<file path="config.mk">
export PLATFORM = sky130hd
export DESIGN_NAME = fifo_stripe
export DESIGN_NICKNAME = d
export VERILOG_FILES = /design/src/rtl/fifo_stripe.sv
export SDC_FILE = /design/constraint.sdc
export NUM_CORES = 1
export LEC_CHECK = 0
export CAP_MARGIN = 30
export CORE_MARGIN = 4
export CORE_UTILIZATION = 50
export DETAILED_ROUTE_END_ITERATION = 10
export HOLD_SLACK_MARGIN = 0.08
export PLACE_DENSITY = 0.72
export RECOVER_POWER = 50
export SLEW_MARGIN = 15
export SYNTH_ARGS = -nofsm -noshare
export SYNTH_HDL_FRONTEND = slang
export SYNTH_SLANG_ARGS = --single-unit
export TNS_END_PERCENT = 30
</file>
<file path="constraint.sdc">
create_clock -name CLK -period 6.15 [get_ports CLK]
set_input_delay 1.5375 -clock CLK [delete_from_list [all_inputs] [get_ports CLK]]
set_output_delay 1.5375 -clock CLK [all_outputs]
set_load 0.05 [all_outputs]
</file>
<file path="src/rtl/fifo_stripe.sv">
`default_nettype none
// fifo_stripe: round-robin striped FIFO built from `lanes` circular-buffer lanes of `depth` entries.
// Optional synchronous clear (adds input `flush`) when FIFO_STRIPE_FLUSH_EN is defined.
module fifo_stripe #(
  parameter int width = 96,
  parameter int lanes = 4,
  parameter int depth = 2
) (
  input  logic                             CLK,
  input  logic                             nRST,
  input  logic                             in_enq__ENA,
  input  logic [width-1:0]                 in_enq_v,
  output logic                             in_enq__RDY,
  input  logic                             out_deq__ENA,
  output logic                             out_deq__RDY,
  output logic [width-1:0]                 out_first,
  output logic                             out_first__RDY,
`ifdef FIFO_STRIPE_FLUSH_EN
  input  logic                             flush,
`endif
  output logic [$clog2(lanes*depth+1)-1:0] count
);

  localparam int LW = (lanes > 1) ? $clog2(lanes) : 1;
  localparam int PW = $clog2(depth) + 1;
  localparam int AW = (depth > 1) ? $clog2(depth) : 1;
  localparam int CW = $clog2(lanes*depth+1);
  localparam logic [PW-1:0] WRAP  = PW'(1) << (PW-1);
  localparam logic [AW-1:0] AMASK = AW'(depth-1);
  localparam logic [LW-1:0] LAST  = LW'(lanes-1);

  logic [LW-1:0]    wsel, rsel;
  logic [PW-1:0]    wptr [lanes];
  logic [PW-1:0]    rptr [lanes];
  logic [width-1:0] mem  [lanes][depth];
  logic [lanes-1:0] full, empty;
  logic [AW-1:0]    waddr, raddr;
  logic             enq_fire, deq_fire, clr;

`ifdef FIFO_STRIPE_FLUSH_EN
  assign clr = flush;
`else
  assign clr = 1'b0;
`endif

  // Full: pointers differ only in the wrap bit; empty: pointers identical.
  always_comb begin
    full  = '0;
    empty = '0;
    for (int i = 0; i < lanes; i++) begin
      full[i]  = ((wptr[i] ^ rptr[i]) == WRAP);
      empty[i] = (wptr[i] == rptr[i]);
    end
  end

  assign in_enq__RDY    = !full[wsel] && !clr;
  assign out_deq__RDY   = !empty[rsel] && !clr;
  assign out_first__RDY = out_deq__RDY;

  // The wrap bit is masked off to address storage; depth==1 always maps to slot 0.
  assign waddr = AW'(wptr[wsel]) & AMASK;
  assign raddr = AW'(rptr[rsel]) & AMASK;

  assign out_first = out_deq__RDY ? mem[rsel][raddr] : '0;
  assign enq_fire  = in_enq__ENA && in_enq__RDY;
  assign deq_fire  = out_deq__ENA && out_deq__RDY;

  always_ff @(posedge CLK or negedge nRST) begin
    if (!nRST) begin
      wsel  <= '0;
      rsel  <= '0;
      count <= '0;
      for (int i = 0; i < lanes; i++) begin
        wptr[i] <= '0;
        rptr[i] <= '0;
      end
    end else if (clr) begin
      wsel  <= '0;
      rsel  <= '0;
      count <= '0;
      for (int i = 0; i < lanes; i++) begin
        wptr[i] <= '0;
        rptr[i] <= '0;
      end
    end else begin
      if (enq_fire) begin
        wptr[wsel] <= wptr[wsel] + PW'(1);
        wsel       <= (wsel == LAST) ? '0 : wsel + LW'(1);
      end
      if (deq_fire) begin
        rptr[rsel] <= rptr[rsel] + PW'(1);
        rsel       <= (rsel == LAST) ? '0 : rsel + LW'(1);
      end
      case ({enq_fire, deq_fire})
        2'b10:   count <= count + CW'(1);
        2'b01:   count <= count - CW'(1);
        default: ;
      endcase
    end
  end

  // Storage carries no reset; contents are only visible through non-empty lanes.
  always_ff @(posedge CLK) begin
    if (enq_fire)
      mem[wsel][waddr] <= in_enq_v;
  end

endmodule
`default_nettype wire

</file>
==> flow_metrics.py <==
metrics = {
    "run_status": {
        "status": "complete, but fails checks",
        "violations": "max-capacitance violations, max-slew violations",
    },
    "sta": {
        "finalCriticalPeriod_ns": 5.57,
        "fmax_mhz": 179,
        "skew_ns": 0.0322,
        "setup_viol": 0,
        "worst_pin_slew_ns": 3.36,
        "final_hold_viol_count": 0,
        "period_share_pct": 90.6,
        "drv_slew": 46,
        "worst_slack_ns": 0.577,
        "relSlewSlack_pct": -124,
        "rsz0062_at_grt": "false",
    },
    "yosys": {
        "synth_area_um2": 30600,
        "syn_nets": 1577,
        "synth-edff-count": 768,
        "seq_area_frac_synth_pct": 77.2,
        "yosys_warnings": 0,
        "ys_types": 37,
        "syn_area_per_cell_um2": 20.9,
        "ys_ff_latch": 792,
        "synthArstFlopShare_pct": 3.03,
        "syn_inst": 1466,
        "synth_flop_cell": "edfxtp_1",
    },
    "final_layout": {
        "stdcell_area_um2": 36300,
        "multi_input_area_um2": 6510,
        "area_delta_synth_final_pct": 18.4,
        "fillers": 4240,
        "layout-drive-gt1-share_pct": 22.2,
        "seq_area_um2": 23700,
        "layout.nets": 1813,
        "fin_cells": 2553,
    },
    "worst_setup_path": {
        "worstSetupPathType": "reg -> out",
        "crit_start": "rsel[0]",
        "cp-end-kind": "primary output",
        "worst-path-max-fanout": 47,
        "cp.required_ns": 4.61,
        "r2r-start": "wsel[0]",
        "cp-start-kind": "register",
        "cp.arrival_ns": 4.04,
    },
    "clock_network": {
        "postCtsSetupRepairBufs": 0,
        "clock-root-buffer": "clkbuf_16",
        "cts_sinks": 792,
        "cts_made_buffers": 81,
        "cts_hold_buf": 0,
        "clock_latency_ns": 0.62,
        "cts_tree": "yes",
        "cts_htree_levels": 3,
        "cts_resized": 0,
        "cts_buffer_depth": 3,
        "clk_pin_slew_worst_paths_ns": 0.06,
    },
    "detailed_routing": {
        "ant_nets": 0,
        "vias": 14700,
        "firstDrtPassIters": 4,
        "routed_wl_mm": 63.5,
        "routed_via_density": 5.76,
        "drt_iter0_markers": 1164,
        "drc": 0,
        "wl_per_cell_um": 24.9,
    },
    "placement": {
        "dp_cells": 2401,
        "post_dp_cell_area_um2": 33700,
        "place_ws_ns": 1.19,
        "port_buffers": 202,
        "dp_hpwl_mm": 33.5,
        "gp_congestion": 0.753,
    },
    "global_route": {
        "overflow": 0,
        "grt_pass1_vias": 15600,
        "grt_first_pass_wirelength_mm": 97.3,
        "grt_max_degree": 106,
        "track_usage_pct": 19.5,
        "antenna_found_initial": 14,
    },
    "floorplan": {
        "num_rows": 90,
        "dieHeight_um": 256,
        "io_pins": 203,
        "start_util_pct": 50.7,
        "fp.dieW_um": 256,
        "fp.coreArea_um2": 60500,
        "fp.dieArea_um2": 65300,
    },
    "worst_hold_path": {
        "min_from": "count[3]",
        "hp-class": "reg -> reg",
    },
    "run": {
        "max-cap-violations": 1,
    },
}
==> Yosys cell counts, types with 2 or more instances <==
cell type | number | share of area [%]
xnor2_1 | 7 | 0.20
dfrtp_1 | 24 | 2.0
buf_2 | 29 | 0.47
nor3_1 | 5 | 0.082
ha_1 | 11 | 0.45
inv_1 | 12 | 0.15
nor2_1 | 5 | 0.061
o21ai_2 | 3 | 0.086
o21ai_0 | 4 | 0.065
a31oi_1 | 3 | 0.061
mux4_2 | 195 | 14
a21oi_1 | 73 | 1.2
buf_1 | 2 | 0.025
edfxtp_1 | 768 | 75
clkbuf_1 | 21 | 0.26
and3_1 | 4 | 0.082
mux2_1 | 3 | 0.11
xor2_1 | 8 | 0.23
mux2_2 | 11 | 0.40
buf_6 | 5 | 0.18
nand3_1 | 3 | 0.049
nand3b_1 | 4 | 0.098
buf_4 | 23 | 0.56
nand2_1 | 202 | 2.5
a21oi_2 | 29 | 0.83
==> metal layers <==
metal / vias to the layer above / GRT usage, % / part of all wire, %
met1: 7794 / 26.9 / 42
met2: 396 / 32.8 / 51
met3: 95 / 3.80 / 5.6
li1: 6419 / - / -
met5: - / 0 / 0.10
met4: 10 / 4.94 / 1.7
==> through the flow <==
stage	util (%)	TNS (ns)	hold slack, ns
2_1_floorplan	-	-77.71	0.501
3_3_place_gp	55.7	0	0.459
3_5_place_dp	55.7	0	0.468
4_1_cts	60.1	0	0.478
5_1_grt	60.0	0	0.519
6_report	60.0	0	0.470
==> cell families after synthesis <==
logic type               count (synthesis)  synth area share (%)
multiplexers                           211                  14.9
AND/OR/NAND/NOR                        229                  2.98
adder cells (fa/ha/maj)                 11                 0.449
XOR/XNOR                                15                 0.429
flip-flops                             792                  77.2
AO/OA/AOI/OAI                          116                  2.35
buffers and inverters                   92                  1.65
==> placed cells by master (no fill, tap or decap), types with 10 or more instances in the layout <==
master	n
clkbuf_1	16
mux4_2	195
clkinv_1	15
edfxtp_1	768
clkbuf_16	83
dfrtp_1	22
clkinv_2	10
clkdlybuf4s50_1	103
mux2_2	11
buf_4	16
dlygate4sd3_1	99
a21oi_1	73
inv_1	12
a21oi_2	29
nand2_1	202
buf_12	12
ha_1	11
==> layout make-up <==
class | count | area share (%)
clock inverter | 42 | 1.22
inverter | 12 | 0.124
clock buffer | 103 | 6.12
antenna | 7 | 0.0483
tap | 782 | 2.70
multi-input combinational | 582 | 18.0
sequential | 792 | 65.2
timing repair buffer | 233 | 6.60
==> flip-flops by register name, summed over array words and instances (netlist names) <==
| signal | flops |
|---|---|
| count | 4 |
| mem | 768 |
| rptr | 8 |
| rsel | 2 |
| wptr | 8 |
| wsel | 2 |
==> worst paths after layout <==
| kind | endpoint | slack (ns) | cells past startpoint |
|---|---|---|---|
| min reg2reg | count[3] | 0.47 | 1 |
| max | out_first[64] | 0.58 | 7 |
| min | count[3] | 0.47 | 1 |
| max in group asynchronous | rsel[1] | 3.29 | 2 |
| min in group asynchronous | rsel[0] | 1.81 | 2 |
| max reg2reg | mem[2][174] | 1.46 | 6 |
==> worst max-delay path, stage by stage, from the launching register on <==
cell and delay (ns):
dfrtp_4 0.71, inv_1 0.24, nand3_1 0.13, o21ai_2 0.30
or2_4 0.80, buf_12 0.31, a21oi_1 0.11, clkdlybuf4s50_1 0.75
Power is not shown: default switching activity piles up to over one toggle a cycle in this logic, so the estimate is an artifact.
